**src/rtl/timer_entry_loader.sv**
```systemverilog
// Keypad-entry front end for the min:sec countdown timer: buffers up to four
// digits and drives the digit counters' parallel-load port. Optional macro: TIMER_ENTRY_NORMALIZE_EN.
module timer_entry_loader (
    input  logic       clk,
    input  logic       clearn,
    input  logic       key_valid,
    input  logic [3:0] key_code,
    input  logic       start,
    input  logic       cancel,
    input  logic       run,
    output logic       loadn,
    output logic [3:0] min_tens,
    output logic [3:0] min_ones,
    output logic [3:0] sec_tens,
    output logic [3:0] sec_ones,
    output logic [2:0] ndigits,
    output logic       err,
    output logic       pending
);

    typedef enum logic [1:0] {IDLE, ENTRY, PEND, LOAD} state_t;

    state_t          state, state_nx;
    logic [3:0][3:0] buf_q, buf_nx;      // [3]=min_tens .. [0]=sec_ones
    logic [3:0][3:0] data_q;
    logic [3:0][3:0] start_buf;
    logic [2:0]      nd_nx;
    logic            err_nx;
    logic            load_cap;
    logic            valid;

    // Validation of the buffered value, plus optional seconds-overflow fix-up.
    always_comb begin
        valid     = 1'b1;
        start_buf = buf_q;
        if (buf_q[1] > 4'd5) begin
`ifdef TIMER_ENTRY_NORMALIZE_EN
            if (buf_q[3] == 4'd9 && buf_q[2] == 4'd9) begin
                valid = 1'b0;
            end else begin
                start_buf[1] = buf_q[1] - 4'd6;
                if (buf_q[2] == 4'd9) begin
                    start_buf[2] = 4'd0;
                    start_buf[3] = buf_q[3] + 4'd1;
                end else begin
                    start_buf[2] = buf_q[2] + 4'd1;
                end
            end
`else
            valid = 1'b0;
`endif
        end
    end

    // NOTE: every signal gets a default first so no path leaves one unassigned (no latches).
    always_comb begin
        state_nx = state;
        buf_nx   = buf_q;
        nd_nx    = ndigits;
        err_nx   = 1'b0;
        load_cap = 1'b0;
        case (state)
            LOAD: begin
                state_nx = IDLE;
                buf_nx   = '0;
                nd_nx    = 3'd0;
            end
            PEND: begin
                if (cancel) begin
                    state_nx = IDLE;
                    buf_nx   = '0;
                    nd_nx    = 3'd0;
                end else if (!run) begin
                    state_nx = LOAD;
                    load_cap = 1'b1;
                end
            end
            IDLE, ENTRY: begin
                if (cancel) begin
                    state_nx = IDLE;
                    buf_nx   = '0;
                    nd_nx    = 3'd0;
                end else if (start) begin
                    if (state == IDLE || !valid) begin
                        err_nx   = 1'b1;
                        state_nx = IDLE;
                        buf_nx   = '0;
                        nd_nx    = 3'd0;
                    end else begin
                        buf_nx   = start_buf;
                        state_nx = run ? PEND : LOAD;
                        load_cap = !run;
                    end
                end else if (key_valid && key_code <= 4'd9 && ndigits < 3'd4) begin
                    buf_nx   = {buf_q[2], buf_q[1], buf_q[0], key_code};
                    nd_nx    = ndigits + 3'd1;
                    state_nx = ENTRY;
                end
            end
            default: state_nx = IDLE;
        endcase
    end

    // NOTE: sequential state uses non-blocking assignments so all registers update together.
    always_ff @(posedge clk or negedge clearn) begin
        if (!clearn) begin
            state   <= IDLE;
            buf_q   <= '0;
            data_q  <= '0;
            ndigits <= 3'd0;
            err     <= 1'b0;
            loadn   <= 1'b1;
        end else begin
            state   <= state_nx;
            buf_q   <= buf_nx;
            ndigits <= nd_nx;
            err     <= err_nx;
            loadn   <= (state_nx != LOAD);
            if (load_cap) begin
                data_q <= buf_nx;
            end
        end
    end

    // Load strobe is a flop so the counters never see a decode glitch.
    assign pending  = (state == PEND);
    assign min_tens = data_q[3];
    assign min_ones = data_q[2];
    assign sec_tens = data_q[1];
    assign sec_ones = data_q[0];

endmodule
```
**config.mk**
```make
export PLATFORM = sky130hd
export DESIGN_NAME = timer_entry_loader
export DESIGN_NICKNAME = d
export VERILOG_FILES = /design/src/rtl/timer_entry_loader.sv
export SDC_FILE = /design/constraint.sdc
export NUM_CORES = 1
export LEC_CHECK = 0
export CAP_MARGIN = 5
export CORE_ASPECT_RATIO = 2
export CORE_UTILIZATION = 50
export DETAILED_ROUTE_END_ITERATION = 7
export PLACE_DENSITY = 0.88
export SYNTH_ARGS = -nofsm -noshare
export SYNTH_HDL_FRONTEND = slang
export SYNTH_SLANG_ARGS = --single-unit
```
**constraint.sdc**
```tcl
create_clock -name clk -period 1.92 [get_ports clk]
set_input_delay 0.384 -clock clk [delete_from_list [all_inputs] [get_ports clk]]
set_output_delay 0.384 -clock clk [all_outputs]
set_load 0.1 [all_outputs]
```
# [After elaboration in Yosys (flattened, before gate mapping)]
# Cells that the tools add are included.
[word_totals] register_bits=39 elab_cells=60
[classes] n_addsub=1 magnitude_cmp=3 n_eq_ne=7 muxes=30 reduce_logical=7
[ops] operator="16-bit two-way mux" count=5
[ops] operator="16-bit case mux with 3 select lines" count=1
[ops] operator="3-bit two-way mux" count=5
[ops] operator="2-bit two-way mux" count=6
[ops] operator="1-bit two-way mux" count=10
[ops] operator="3-bit case mux with 3 select lines" count=1
[ops] operator="4-bit inequality test, second input constant" count=2
[ops] operator="2-bit case mux with 3 select lines" count=1
[ops] operator="2-bit == test, second input constant" count=2
[ops] operator="4-bit by 3-bit > comparator with 1-bit output, second input constant" count=1
[ops] operator="4-bit <= comparator, second input constant" count=1
[ops] operator="2-bit inequality test, second input constant" count=2
[ops] operator="3-bit by 1-bit adder with 3-bit output, second input constant" count=1
[ops] operator="3-bit less-than comparator, second input constant" count=1
[ops] operator="3-bit AND reduction" count=1
[ops] operator="2-bit by 1-bit == test with 1-bit output, second input constant" count=1
[ops] operator="1-bit logical AND" count=2
[ops] operator="2-bit zero test" count=1
[ops] operator="1-bit case mux with 2 select lines" count=1
[ops] operator="2-bit OR reduction" count=1
[ops] operator="1-bit zero test" count=1
[ops] operator="1-bit logical OR" count=1

# [Longest topological paths before layout]
# Gate-level depths: netlist of run 1.
[depth] word_depth=8 mapped_depth=6

# [Worst setup path before layout of run 1]
# Ideal clock, no wire load.
[synth_timing] path_type="register to register" startpoint="register state[0]" endpoint="register data_q, in the netlist min_ones[0]" setup_ps=125 arrival_ps=2099 required_time_ps=1795 path_slack_ps=-304 path_stages_with_launch=7 n_path_buf=1 synth_period_minus_slack_ps=2224 cell_sequence="dfrtp_1 > and2b_1 > a41oi_4 > nor3_4 > inv_4 > buf_6 > mux2_4"
[synth_between] elab_cells_between_ends=14
[synth_lines] element="from (decl)" line_no="23" text="state_t state, state_nx;"
[synth_lines] element="from (signal assigned)" line_no="114" text="state <= state_nx;"
[synth_lines] element="2-bit == test *"
[synth_lines] element="net pending" line_no="18" text="output logic pending"
[synth_lines] element="16-bit case mux with 3 select lines / 1-bit case mux with 2 select lines (equally long branches)" line_no="62" text="case (state)"
[synth_lines] element="to (signal assigned)" line_no="120" text="data_q <= buf_nx;"
[synth_lines] element="to (decl)" line_no="25" text="logic [3:0][3:0] data_q;"
# Mark *: on every way through the listed nets, which the timed path passes. The rest lies on a longest branch.
# A chain may end at the register's enable or synchronous reset.

# [Final worst setup path of run 1]
[layout_timing] startpoint="register buf_q[7] in the netlist's numbering" endpoint="register data_q, in the netlist min_tens[1]"
[layout_between] elab_chain_cells=6 elab_cells_between_ends=10
[layout_lines] element="from (decl)" line_no="24" text="logic [3:0][3:0] buf_q, buf_nx;"
[layout_lines] element="from (signal assigned)" line_no="115" text="buf_q <= buf_nx;"
[layout_lines] element="4-bit by 3-bit > comparator with 1-bit output *" line_no="36" text="if (buf_q[1] > 4'd5) begin"
[layout_lines] element="1-bit logical OR *" line_no="84" text="if (state == IDLE || !valid) begin"
[layout_lines] element="16-bit two-way mux / 1-bit two-way mux (equally long branches)" line_no="84"
[layout_lines] element="16-bit two-way mux / 1-bit two-way mux (equally long branches)" line_no="83" text="end else if (start) begin"
[layout_lines] element="16-bit two-way mux / 1-bit two-way mux (equally long branches)" line_no="79" text="if (cancel) begin"
[layout_lines] element="16-bit case mux with 3 select lines / 1-bit case mux with 2 select lines (equally long branches)" line_no="62"
# Mark *: on every way between the ends. The rest lies on a longest branch, timed or not.

==> flow_metrics.env, run 1 <==
export IMPL_crit_fanout=15
export IMPL_route_detailed_drc=0
export IMPL_ctsResizeCount=0
export IMPL_multi_input_area_sq_um=641
export IMPL_routabilityCongestion=0.838
export IMPL_rows=29
export IMPL_cp_cell_sequence="and2b_1 -> a41oi_4 -> nor3_4 -> inv_4 -> mux2_2"
export IMPL_cts_buffers=5
export IMPL_drt_pass1_iterations=4
export IMPL_clock_path_buffers=2
export IMPL_ir_worst_vdd_uv=1050
export IMPL_coreArea_sq_um=3160
export IMPL_r2r_slack_ns=0.22
export IMPL_max_stage_delay_ns=0.41
export IMPL_die_y_microns=83.7
export IMPL_status="complete, no violations"
export IMPL_max_cap_violations=0
export IMPL_hold_ws_ns=0.180
export IMPL_clk_pin_slew_ns=0.08
export IMPL_dp_hpwl_mm=2.53
export IMPL_syn2layout_area_growth_pct=32.5
export IMPL_drt_iter0_drc=28
export IMPL_wirelength_mm=3.37
export IMPL_r2r_end="min_tens[1]$_DFFE_PN0P_"
export IMPL_slew_headroom_pct=46.0
export IMPL_chipWidth_microns=42.8
export IMPL_ys_seq_elements=39
export IMPL_port_buffers=31
export IMPL_finalCritPeriodShare_pct=88.3
export IMPL_clockRootBuffer="clkbuf_8"
export IMPL_ys_seq_area_share_pct=58.6
export IMPL_setup_tns_ns=0
export IMPL_grt_pass1_wl_mm=5.66
export IMPL_final_area_sq_um=2210
export IMPL_postPlaceCellArea_sq_um=2080
export IMPL_crit_required_ns=2.10
export IMPL_n_fill_cell=211
export IMPL_worstPathArrival_ns=1.88
export IMPL_syn_nets=132
export IMPL_crit_slowest_cell="dfrtp_1"
export IMPL_grt_usage_pct=21.5
export IMPL_finalSetupViolations=0
export IMPL_nNetsFinal=179
export IMPL_ys_warn_count=0
export IMPL_cts_sinks=39
export IMPL_place_ws_ns=-0.0565
export IMPL_clk_latency_ns=0.30
export IMPL_ios=32
export IMPL_seq_area_sq_um=978
export IMPL_period_minus_slack_ns=1.70
export IMPL_grt_antenna_before_repair=0
export IMPL_critical_path_startpoint="buf_q[7]$_DFF_PN0_"
export IMPL_gr_total_overflow=0
export IMPL_postCtsSetupRepairBufs=0
export IMPL_ff2ff_path_depth=5
export IMPL_ctsHoldBuffers=0
export IMPL_fin_ws_ns=0.225
export IMPL_netlist_area_sq_um=1670
export IMPL_worst_slew_pin_slew_ns=0.810
export IMPL_wire_per_inst_microns=16.9
export IMPL_start_util_pct=52.8
export IMPL_netlist_cell_type_count=33
export IMPL_cp_end_kind="register"
export IMPL_final_hold_viol_count=0
export IMPL_antenna_cells=0
export IMPL_grt_pass1_vias=1205
export IMPL_syn_area_per_cell_sq_um=13.8
export IMPL_drive_above_1_share_pct=37.9
export IMPL_htreeDepth=2
export IMPL_grt_max_degree=40
export IMPL_worstReg2RegStart="buf_q[7]$_DFF_PN0_"
export IMPL_power_density_nw_per_um2=975
export IMPL_grt_setup_unrepaired="false"
export IMPL_vias=1200
export IMPL_max_freq_mhz=590
export IMPL_finalClockSkew_ns=0.00977
export IMPL_worstSetupPathType="register to register"
export IMPL_cts_tree="done"
export IMPL_finish_utilization_pct=70.0
export IMPL_drv_slew=0
export IMPL_leakagePower_nw=1.10
export IMPL_hp_class="input port to async pin"
export IMPL_ant_nets=0
export IMPL_synthCells=121
export IMPL_crit_path_start_kind="register"
export IMPL_vias_per_cell=6.00
export IMPL_die_area_sq_um=3580
-- where the power goes --
group	switching (mW)	internal, mW	total [mW]
registers	0.0274	0.859	0.886
logic	0.345	0.118	0.463
clock network	0.285	0.519	0.804
total	0.657	1.50	2.15
-- Yosys cell counts --
| library cell | count | area, sq um |
|---|---|---|
| buf_2 | 1 | 5.00 |
| ha_1 | 1 | 12.5 |
| a221o_1 | 1 | 10.0 |
| a211oi_1 | 2 | 15.0 |
| nor2_1 | 4 | 15.0 |
| nor2b_1 | 2 | 12.5 |
| buf_4 | 1 | 7.51 |
| mux2i_1 | 4 | 40.0 |
| nand2_1 | 5 | 18.8 |
| a2bb2oi_1 | 1 | 8.76 |
| a31oi_1 | 3 | 18.8 |
| nor3b_2 | 1 | 12.5 |
| buf_6 | 1 | 11.3 |
| dfrtp_1 | 38 | 951 |
| mux2_4 | 8 | 120 |
| a22o_1 | 12 | 105 |
| and2b_1 | 2 | 15.0 |
| mux2_2 | 6 | 67.6 |
| o211ai_1 | 1 | 7.51 |
| o21a_1 | 1 | 7.51 |
| o2bb2ai_1 | 3 | 26.3 |
| a2111oi_0 | 1 | 8.76 |
| o21ai_0 | 5 | 25.0 |
| and3b_1 | 1 | 8.76 |
| inv_1 | 6 | 22.5 |
| nor3_2 | 1 | 10.0 |
| inv_4 | 1 | 6.26 |
| nor3_4 | 1 | 16.3 |
| a21oi_1 | 3 | 15.0 |
| a21boi_0 | 1 | 7.51 |
| nand2b_1 | 1 | 6.26 |
| a41oi_4 | 1 | 27.5 |
| dfstp_2 | 1 | 26.3 |
-- metal layers --
metal,up-vias,share of wire [%],track usage [%]
met5,-,0,0
met4,0,3.1,12.2
met3,8,3.5,4.76
met2,36,56,36.4
met1,617,38,23.8
li1,539,-,-
-- worst max-delay path by stage --
stage | cells after the start | endpoint
floorplan | 6 | min_ones[0]$_DFFE_PN0P_
global placement | 6 | buf_q[15]$_DFF_PN0_
detailed placement | 5 | min_ones[2]$_DFFE_PN0P_
CTS | 5 | min_tens[1]$_DFFE_PN0P_
global route | 5 | min_tens[1]$_DFFE_PN0P_
finish | 5 | min_tens[1]$_DFFE_PN0P_
-- registers in the layout, indices dropped and copies added, names as in the netlist --
name,flops
buf_q,16
err,1
loadn,1
min_ones,4
min_tens,4
ndigits,3
sec_ones,4
sec_tens,4
state,2
-- through the flow --
step / cells / power, mW
2_1_floorplan: 121 / 1.22
3_3_place_gp: 192 / 1.36
3_5_place_dp: 192 / 1.37
4_1_cts: 200 / 2.16
5_1_grt: 200 / 2.21
6_report: 200 / 2.15
-- final cells by class --
class,instances,share of cell area (%)
repair buffers,43,17.7
flip-flops and latches,39,44.3
inverters,7,1.30
clock buffers,6,3.28
well taps,31,1.76
multi-input cells,72,29.0
clock inverters,2,2.72
-- cell usage in the layout (no fill, tap or decap), types with 2 or more instances in the layout --
master           instances
a22o_1                  12
o21ai_0                  5
bufinv_16                2
dfrtp_1                 37
nand2_1                  5
buf_4                   30
o2bb2ai_1                3
a31oi_1                  3
a21oi_1                  3
mux2i_1                  4
mux2_2                   6
clkbuf_8                 5
nor2b_1                  2
inv_1                    6
mux2_4                   8
nor2_1                   4
buf_12                   4
a211oi_1                 2
clkdlybuf4s50_1          8
-- worst max-delay path, delay by kind of cell, from the launching register on --
family	cells	cell delay (ns)
AND/OR/NAND/NOR	2	0.32
flip-flops	1	0.41
multiplexers	1	0.37
buffers and inverters	1	0.20
AO/OA/AOI/OAI	1	0.27
-- logic make-up (layout without fill, tap and decap cells) --
logic type / Yosys count / in the layout / share of synthesized area [%]
compound gates: 35 / 35 / 17.0
fa+ha+maj: 1 / 1 / 0.750
buf+inv: 10 / 58 / 3.15
flops: 39 / 39 / 58.6
mux: 18 / 18 / 13.7
simple gates: 18 / 18 / 6.90
(Power assumes the default switching activity.)
==> inputs of run 2 (changes only) <==
Settings changed: ABC_CLOCK_PERIOD_IN_PS set to 1920.
==> results of run 2 <==
No change in the layout: final DEF, timing and power equal those of run 1.
